**config.mk**
```make
export PLATFORM = sky130hd
export DESIGN_NAME = vga_timing_gen
export DESIGN_NICKNAME = d
export VERILOG_FILES = /design/src/rtl/vga_timing_pkg.sv /design/src/rtl/vga_delay_line.sv /design/src/rtl/vga_timing_gen.sv
export SDC_FILE = /design/constraint.sdc
export NUM_CORES = 1
export LEC_CHECK = 0
export BUFFER_PORTS_ARGS = -buffer_cell sky130_fd_sc_hd__buf_2
export CAP_MARGIN = 10
export CORE_UTILIZATION = 30
export DETAILED_ROUTE_END_ITERATION = 8
export HOLD_SLACK_MARGIN = 0.05
export PLACE_DENSITY = 0.5
export RECOVER_POWER = 25
export SLEW_MARGIN = 20
export SYNTH_ARGS = -nofsm -noshare
export SYNTH_HDL_FRONTEND = slang
export SYNTH_SLANG_ARGS = --single-unit
```
**constraint.sdc**
```tcl
create_clock -name clk -period 2.85 [get_ports clk]
set_input_delay 0.1425 -clock clk [delete_from_list [all_inputs] [get_ports clk]]
set_output_delay 0.1425 -clock clk [all_outputs]
set_load 0.02 [all_outputs]
```
**src/rtl/vga_timing_pkg.sv**
```systemverilog
// Shared VGA mode constants, sync-polarity encodings and elaboration helpers.
package vga_timing_pkg;

  typedef enum logic {
    PolActiveLow  = 1'b0,
    PolActiveHigh = 1'b1
  } syncPol_e;

  typedef struct packed {
    int unsigned hActive;
    int unsigned hFp;
    int unsigned hSync;
    int unsigned hBp;
    int unsigned vActive;
    int unsigned vFp;
    int unsigned vSync;
    int unsigned vBp;
    syncPol_e    hPol;
    syncPol_e    vPol;
  } vgaMode_t;

  localparam vgaMode_t MODE_640X480_60 = '{
    hActive: 640, hFp: 16, hSync: 96, hBp: 48,
    vActive: 480, vFp: 10, vSync: 2, vBp: 33,
    hPol: PolActiveLow, vPol: PolActiveLow
  };

  localparam vgaMode_t MODE_800X600_60 = '{
    hActive: 800, hFp: 40, hSync: 128, hBp: 88,
    vActive: 600, vFp: 1, vSync: 4, vBp: 23,
    hPol: PolActiveHigh, vPol: PolActiveHigh
  };

  localparam vgaMode_t MODE_1024X768_60 = '{
    hActive: 1024, hFp: 24, hSync: 136, hBp: 160,
    vActive: 768, vFp: 3, vSync: 6, vBp: 29,
    hPol: PolActiveLow, vPol: PolActiveLow
  };

  // True when an unsigned counter of the given width can represent value.
  function automatic bit fitsIn(int unsigned value, int unsigned width);
    if (width >= 32) return 1'b1;
    return value < (32'd1 << width);
  endfunction

endpackage

```
**src/rtl/vga_delay_line.sv**
```systemverilog
// Enable-gated shift register with async active-low reset; zero depth is a plain wire.
module vga_delay_line #(
  parameter int unsigned WIDTH = 1,
  parameter int unsigned DEPTH = 1
) (
  input  logic             clk,
  input  logic             rst,
  input  logic             en,
  input  logic [WIDTH-1:0] d,
  output logic [WIDTH-1:0] q
);

  if (DEPTH == 0) begin : genWire
    logic unusedSigs;
    assign unusedSigs = ^{clk, rst, en};
    assign q = d;
  end else begin : genRegs
    logic [WIDTH-1:0] stageQ [DEPTH];

    always_ff @(posedge clk or negedge rst) begin
      if (!rst) begin
        for (int i = 0; i < int'(DEPTH); i++) stageQ[i] <= '0;
      end else if (en) begin
        stageQ[0] <= d;
        for (int i = 1; i < int'(DEPTH); i++) stageQ[i] <= stageQ[i-1];
      end
    end

    assign q = stageQ[DEPTH-1];
  end

endmodule

```
**src/rtl/vga_timing_gen.sv**
```systemverilog
// Parametrised VGA timing generator: H/V counters, sync/de generation and a
// latency-matched pixel pipeline, all advancing on the pixel-clock enable.
module vga_timing_gen
  import vga_timing_pkg::*;
#(
  parameter int unsigned COLOR_W   = 3,
  parameter int unsigned H_ACTIVE  = MODE_640X480_60.hActive,
  parameter int unsigned H_FP      = MODE_640X480_60.hFp,
  parameter int unsigned H_SYNC    = MODE_640X480_60.hSync,
  parameter int unsigned H_BP      = MODE_640X480_60.hBp,
  parameter int unsigned V_ACTIVE  = MODE_640X480_60.vActive,
  parameter int unsigned V_FP      = MODE_640X480_60.vFp,
  parameter int unsigned V_SYNC    = MODE_640X480_60.vSync,
  parameter int unsigned V_BP      = MODE_640X480_60.vBp,
  parameter int unsigned HSYNC_POL = 0,
  parameter int unsigned VSYNC_POL = 0,
  parameter int unsigned PIX_LAT   = 1,
  parameter int unsigned X_W       = 10,
  parameter int unsigned Y_W       = 10
) (
  input  logic               clk,
  input  logic               rst,
  input  logic               pix_en,
  input  logic [COLOR_W-1:0] pixel_in,
  output logic [COLOR_W-1:0] pixel_out,
  output logic               hsync,
  output logic               vsync,
  output logic               de,
  output logic [X_W-1:0]     pos_x,
  output logic [Y_W-1:0]     pos_y,
  output logic               active,
  output logic               line_start,
  output logic               frame_start
);

  localparam int unsigned H_TOTAL  = H_ACTIVE + H_FP + H_SYNC + H_BP;
  localparam int unsigned V_TOTAL  = V_ACTIVE + V_FP + V_SYNC + V_BP;
  localparam int unsigned HS_START = H_ACTIVE + H_FP;
  localparam int unsigned HS_END   = HS_START + H_SYNC;
  localparam int unsigned VS_START = V_ACTIVE + V_FP;
  localparam int unsigned VS_END   = VS_START + V_SYNC;

  localparam logic [X_W-1:0] X_LAST  = X_W'(H_TOTAL - 1);
  localparam logic [Y_W-1:0] Y_LAST  = Y_W'(V_TOTAL - 1);
  localparam logic           HS_ON   = (HSYNC_POL != 0);
  localparam logic           HS_IDLE = !(HSYNC_POL != 0);
  localparam logic           VS_ON   = (VSYNC_POL != 0);
  localparam logic           VS_IDLE = !(VSYNC_POL != 0);

  if (!fitsIn(H_TOTAL - 1, X_W)) begin : genXwCheck
    $error("X_W too narrow for H_TOTAL-1");
  end
  if (!fitsIn(V_TOTAL - 1, Y_W)) begin : genYwCheck
    $error("Y_W too narrow for V_TOTAL-1");
  end
  if (PIX_LAT > 4) begin : genLatCheck
    $error("PIX_LAT must be in 0..4");
  end

  logic [X_W-1:0] xQ, xD;
  logic [Y_W-1:0] yQ, yD;

  always_comb begin
    xD = xQ;
    yD = yQ;
    if (pix_en) begin
      if (xQ == X_LAST) begin
        xD = '0;
        yD = (yQ == Y_LAST) ? '0 : yQ + Y_W'(1);
      end else begin
        xD = xQ + X_W'(1);
      end
    end
  end

  always_ff @(posedge clk or negedge rst) begin
    if (!rst) begin
      xQ <= '0;
      yQ <= '0;
    end else begin
      xQ <= xD;
      yQ <= yD;
    end
  end

  // Raw timing is decoded from the counters; y only moves on the x wrap, so
  // vs_raw is inherently line-synchronous.
  int unsigned xPix, yPix;
  logic        deRaw, hsRaw, vsRaw;

  always_comb begin
    xPix  = 32'(xQ);
    yPix  = 32'(yQ);
    deRaw = (xPix < H_ACTIVE) && (yPix < V_ACTIVE);
    hsRaw = (xPix >= HS_START) && (xPix < HS_END);
    vsRaw = (yPix >= VS_START) && (yPix < VS_END);
  end

  logic [2:0] dlyBits;

  vga_delay_line #(
    .WIDTH (3),
    .DEPTH (PIX_LAT)
  ) uDelay (
    .clk (clk),
    .rst (rst),
    .en  (pix_en),
    .d   ({deRaw, hsRaw, vsRaw}),
    .q   (dlyBits)
  );

  always_ff @(posedge clk or negedge rst) begin
    if (!rst) begin
      pixel_out <= '0;
      de        <= 1'b0;
      hsync     <= HS_IDLE;
      vsync     <= VS_IDLE;
    end else if (pix_en) begin
      pixel_out <= dlyBits[2] ? pixel_in : '0;
      de        <= dlyBits[2];
      hsync     <= dlyBits[1] ? HS_ON : HS_IDLE;
      vsync     <= dlyBits[0] ? VS_ON : VS_IDLE;
    end
  end

  // Strobes are gated by reset so they stay low while the block is held.
  always_comb begin
    pos_x       = xQ;
    pos_y       = yQ;
    active      = deRaw;
    line_start  = rst && pix_en && (xQ == '0);
    frame_start = rst && pix_en && (xQ == '0) && (yQ == '0);
  end

endmodule

```
==> results of run 1 <==
==> kinds of logic after synthesis <==
family,count (synthesis),synth area share [%]
adder cells (fa/ha/maj),4,3.32
flip-flops,29,48.3
AND/OR/NAND/NOR,57,22.9
AO/OA/AOI/OAI,24,10.2
buffers and inverters,14,3.57
multiplexers,8,5.81
XOR/XNOR,10,5.81
==> stage by stage <==
step / cell area [um^2] / utilization [%] / total power [mW] / hold slack (ns) / std cells
floorplan: 1510 / - / 0.646 / -0.153 / 146
global placement: 1750 / 36.6 / 0.723 / 0.232 / 244
detailed placement: 1750 / 36.6 / 0.727 / 0.243 / 244
CTS: 1850 / 38.6 / 1.07 / 0.0992 / 252
global route: 1840 / 38.5 / 1.12 / 0.140 / 252
finish: 1840 / 38.5 / 1.06 / 0.105 / 252
==> cells in the mapped netlist (2+ instances only) <==
cell,count,share of area (%)
dfrtp_1,27,45
o21ai_0,10,3.3
and3_1,4,1.7
dfstp_2,2,3.5
nand4_1,8,3.3
a41oi_1,2,1.2
nor2b_1,2,0.83
xor2_1,2,1.2
and4_1,2,1.2
nand2_1,10,2.5
clkbuf_1,2,0.50
mux2_2,5,3.7
nor2_1,8,2.0
xnor2_1,8,4.7
nor4_1,2,0.83
inv_1,10,2.5
nor3_1,4,1.3
mux2i_1,2,1.3
a31oi_1,2,0.83
nand3_1,9,3.0
ha_1,4,3.3
o31ai_1,4,2.0
==> how the worst max path moves through the flow <==
stage                     startpoint          end  depth (start not counted)
after floorplan             pos_x[0]  frame_start                          6
after global placement      pos_x[0]  frame_start                          7
after detailed placement    pos_x[0]  frame_start                          7
after CTS                   pos_x[0]  frame_start                          7
after global routing        pos_x[1]  frame_start                          7
final                       pos_x[0]  frame_start                          7
==> worst reg2reg max path: stages (launching register included) <==
cell and delay (ns):
dfrtp_1 0.47, inv_1 0.09, ha_1 0.16, nor2b_1 0.43
a41oi_1 0.22, mux2_2 0.30
==> routing by layer <==
metal	GRT usage, %	vias up	share of wire [%]
li1	-	606	-
met3	4.56	5	3.9
met1	20.9	632	49
met5	0	-	0
met2	23.1	29	46
met4	4.58	0	1.0
==> layout make-up <==
class	count	area (um^2)	area share (%)
flip-flops and latches	29	728	39.5
multi-input cells	103	724	39.3
repair buffers	36	183	9.91
clock buffers	7	86.3	4.68
well taps	67	83.8	4.55
inverters	10	37.5	2.04
==> state kept, by name, indices dropped and copies added (netlist names) <==
| signal | flops |
|---|---|
| pixel_out | 3 |
| uDelay.q | 3 |
| de | 1 |
| hsync | 1 |
| pos_x | 10 |
| vsync | 1 |
| pos_y | 10 |
==> power breakdown <==
group	leakage (nW)	total [mW]	internal (mW)	switching [mW]
registers	0.366	0.520	0.450	0.0700
clock network	0.0443	0.339	0.191	0.147
logic	0.398	0.199	0.0745	0.125
total	0.809	1.06	0.716	0.342
==> what timing repair did <==
action / CTS / global route
endpoints found under the hold margin: 27 / 0
buffers inserted: 0 / 0
hold buffers: 1 / 0
==> results_dict.tcl, run 1 <==
set metrics [dict create \
    dp_hpwl_um 2550 \
    hold_path.class "input port to flop" \
    async_flop_share_pct 100 \
    grt_max_degree 30 \
    cts_root_buf "clkbuf_8" \
    worst_slew_pin_slew_ns 1.59 \
    ys_seq_elements 29 \
    fp.dieH_um 72.9 \
    netlist_area_um2 1510 \
    max_stage_delay_ns 0.41 \
    drtIter0Drc 65 \
    cp.required_ns 2.71 \
    whs_endpoint "pixel_out[1]" \
    synthToLayoutAreaGrowth_pct 22.3 \
    finalCritPeriodShare_pct 76.3 \
    cp_top_family "simple AND/OR/NAND/NOR gates" \
    relSlewSlack_pct -5.82 \
    route.vias.total 1272 \
    place.gp.congestion 0.851 \
    io_pins 35 \
    yosys_most_used_dff "dfrtp_1" \
    worstSetupEndpointType "output port" \
    die_area_um2 5310 \
    final_cell_mix "buf_2 (33), dfrtp_1 (27), inv_1 (10), o21ai_0 (10), nand2_1 (10)" \
    cts_htree_levels 2 \
    vias_per_cell 5.05 \
    r2r_start "pos_y[1]" \
    hold_depth 3 \
    core_area_um2 4790 \
    die_w_um 72.9 \
    start_util_pct 31.5 \
    wl_per_cell_um 14.2 \
    yosys_warnings 0 \
    slew_viol_final 30 \
    path_buf_inv 2 \
    crit_fanout 4 \
    hold_viol 0 \
    clkSinkCount 29 \
    synth_area_per_cell_um2 10.3 \
    fin_nets 195 \
    grt_overflow 0 \
    r2r_cells 5 \
    final_common_cell "buf_2" \
    num_antenna_cells 0 \
    setup_violations 0 \
    cts_buffer_depth 2 \
    grt_pass1_wl_um 6140 \
    violations "max-capacitance violations, max-slew violations" \
    drive_gt1_share_pct 26.5 \
    leakage_nw 0.809 \
    worstHoldStart "pixel_in[1]" \
    tns_ns 0 \
    ant_nets 0 \
    synth_cell_types 39 \
    synthesis.nets 156 \
    nFillCells 513 \
    critPathArrivalTime_ns 2.03 \
    grt_pass1_vias 1281 \
    clk_pin_slew_worst_paths_ns 0.06 \
    cts_tree "done" \
    peakVddDrop_mv 0.329 \
    dp_slack_ns 0.951 \
    cts_made_buffers 5 \
    crit_chain "inv_1 > ha_1 > and4b_1 > nand3_1 > nor4_1 > and4_1 > buf_2" \
    clock_skew_ns 0.00676 \
    slowest_stage "dfrtp_1" \
    r2r-end "pos_y[0]" \
    io_buffers 34 \
    drt_wl_total_um 3580 \
    outcome "finished with violations" \
    timing.final.ws_setup_ns 0.677 \
    grt_util_all_layers_pct 15.2 \
    setup.worst_path.start_class "flop" \
    synth_edf_count 0 \
    antenna_found_initial 0 \
    p_per_area_nw_per_um2 574 \
    post_cts_resized 0 \
    fmax_mhz 460 \
    drtPass1Iterations 4 \
    min_period_ns 2.17 \
    rows 25 \
    yosysSeqAreaShare_pct 48.3 \
    regToRegSetupSlack_ns 1.07 \
    drv_cap 1 \
    drc 0 \
    clock_latency_ns 0.28 \
    rsz0062_at_grt "no" \
    syn_inst 146 \
    path_class "flop to output port" \
]
(Power assumes the default switching activity.)
==> run 2: changes to the inputs <==
- PLACE_DENSITY: 0.5 -> 0.51
- clock period: 2.85 -> 1.83 ns (I/O delays scaled with it)
==> run 2 against run 1 <==
The run ends with negative setup slack left. Worst setup slack lost 0.69 ns. Sequential share of layout area shrank 3.3 points. Register-to-register slack lost 1.0 ns. Hold slack lost 0.053 ns. Flip-flop and latch count is the same. Utilization grew 3.5 points. Final area grew 9.0%.
==> results_dict.tcl, run 2 (synthesis gave the netlist of run 1 again) <==
set metrics [dict create \
    clock_skew_ns 0.00580 \
    leakage_nw 0.890 \
    cts_made_buffers 5 \
    place.gp.congestion 0.847 \
    route.vias.total 1342 \
    fp.dieH_um 72.9 \
    pwr-share-comb_pct 27.0 \
    regToRegSetupSlack_ns 0.03 \
    final_common_cell "buf_2" \
    synthToLayoutAreaGrowth_pct 33.4 \
    p_per_area_nw_per_um2 875 \
    clkSinkCount 29 \
    slew_viol_final 0 \
    max_stage_delay_ns 0.39 \
    ant_nets 0 \
    cts_root_buf "clkbuf_8" \
    grt_util_all_layers_pct 15.6 \
    violations "negative setup slack" \
    fmax_mhz 542 \
    drive_gt1_share_pct 36.5 \
    grt_max_degree 30 \
    fin_nets 210 \
    drv_cap 0 \
    peakVddDrop_mv 0.499 \
    crit_chain "inv_2 > ha_4 > and4b_1 > nand3_2 > nor4_4 > and4_1 > buf_6" \
    antenna_found_initial 0 \
    core_area_um2 4790 \
    grt_overflow 0 \
    grt_pass1_wl_um 6290 \
    hold_path.class "input port to flop" \
    cp.required_ns 1.74 \
    postLayoutCoreUtil_pct 42.0 \
    drtIter0Drc 173 \
    drtPass1Iterations 4 \
    rsz0062_at_grt "yes" \
    r2r_start "pos_x[1]" \
    die_area_um2 5310 \
    drc 0 \
    relSlewSlack_pct 51.4 \
    timing.final.ws_setup_ns -0.0160 \
    die_w_um 72.9 \
    io_buffers 34 \
    critPathArrivalTime_ns 1.75 \
    hold_depth 3 \
    clock_latency_ns 0.28 \
    grt_pass1_vias 1341 \
    drt_wl_total_um 3660 \
    clk_pin_slew_worst_paths_ns 0.06 \
    path_class "flop to output port" \
    vias_per_cell 5.03 \
    io_pins 35 \
    num_antenna_cells 0 \
    finalCritPeriodShare_pct 101 \
    setup.worst_path.start_class "flop" \
    crit_fanout 2 \
    whs_endpoint "pixel_out[1]" \
    whs_ns 0.0525 \
    internal_power_mw 1.19 \
    worst_slew_pin_slew_ns 0.729 \
    r2r-end "pos_y[8]" \
    seqPwrFrac_pct 43.2 \
    worstHoldStart "pixel_in[1]" \
    cts_buffer_depth 2 \
    worstSetupEndpointType "output port" \
    wl_per_cell_um 13.7 \
    dp_hpwl_um 2640 \
    sw_frac_of_total_pct 32.4 \
    final_cell_mix "buf_2 (32), dfrtp_1 (27), buf_4 (15), o21ai_0 (10), nand2_1 (10)" \
    start_util_pct 31.5 \
    hold_viol 0 \
    min_period_ns 1.85 \
    setup_violations 1 \
    cts_tree "done" \
    rows 25 \
    r2r_cells 6 \
    cts_htree_levels 2 \
    clockPowerShare_pct 29.8 \
    p_sw_mw 0.569 \
    slowest_stage "dfrtp_1" \
    outcome "finished with violations" \
]
run 2: how the worst max path moves through the flow:
stage / from / endpoint / slack (ns) / depth (start not counted)
after floorplan: pos_x[4] / pos_y[8] / 0.06 / 5
after global placement: pos_x[0] / pos_y[8] / 0.19 / 5
after detailed placement: pos_x[0] / pos_y[8] / 0.1 / 5
after CTS: pos_x[1] / frame_start / -0.06 / 7
after global routing: pos_x[0] / frame_start / -0.13 / 7
final: pos_x[0] / frame_start / -0.02 / 7
run 2: layout make-up:
cell class	count	area, um^2
sequential	29	728
inverter	10	37.5
timing repair buffer	51	310
tap	67	83.8
fill	477	2780
clock buffer	7	86.3
multi-input combinational	103	763
run 2: power by group through the flow:
stage          logic, mW  clock network, mW  registers, mW
3_3_place_gp       0.425                  0          0.770
5_1_grt            0.522              0.575          0.769
3_5_place_dp       0.429                  0          0.775
2_1_floorplan      0.156                  0          0.865
4_1_cts            0.474              0.536          0.760
6_report           0.475              0.523          0.760
run 2: worst max-delay path: cells and delay by family (launching register included):
family	cells	cell delay [ns]
fa+ha+maj	1	0.12
buf+inv	2	0.22
flops	1	0.39
simple gates	4	0.75
run 2: timing repair:
| item | 4_1_cts | 5_1_grt |
|---|---|---|
| buffers inserted | 6 | 1 |
| hold buffers | 1 | 0 |
| pin swaps | 3 | 3 |
| endpoints found under the hold margin | 27 | 0 |
| endpoints found under the setup margin | 1 | 8 |
| gates resized for setup | 7 | 4 |
run 2: through the flow:
stage          power [mW]  std cells  setup TNS, ns  cell area (um^2)  setup WS, ns
2_1_floorplan        1.02        146              0              1520        0.0649
3_3_place_gp         1.20        252              0              1830         0.187
3_5_place_dp         1.20        252              0              1830        0.0992
4_1_cts              1.77        266        -0.0594              1990       -0.0594
5_1_grt              1.87        267         -0.219              2010        -0.132
6_report             1.76        267        -0.0160              2010       -0.0160
run 2: routing by layer:
| metal | up-vias | global-route usage [%] | wire length [um] |
|---|---|---|---|
| met5 | - | 0 | 0 |
| met4 | 0 | 5.23 | 39 |
| met3 | 5 | 3.87 | 265 |
| met2 | 47 | 26.0 | 1770 |
| met1 | 646 | 19.9 | 1580 |
| li1 | 644 | - | - |
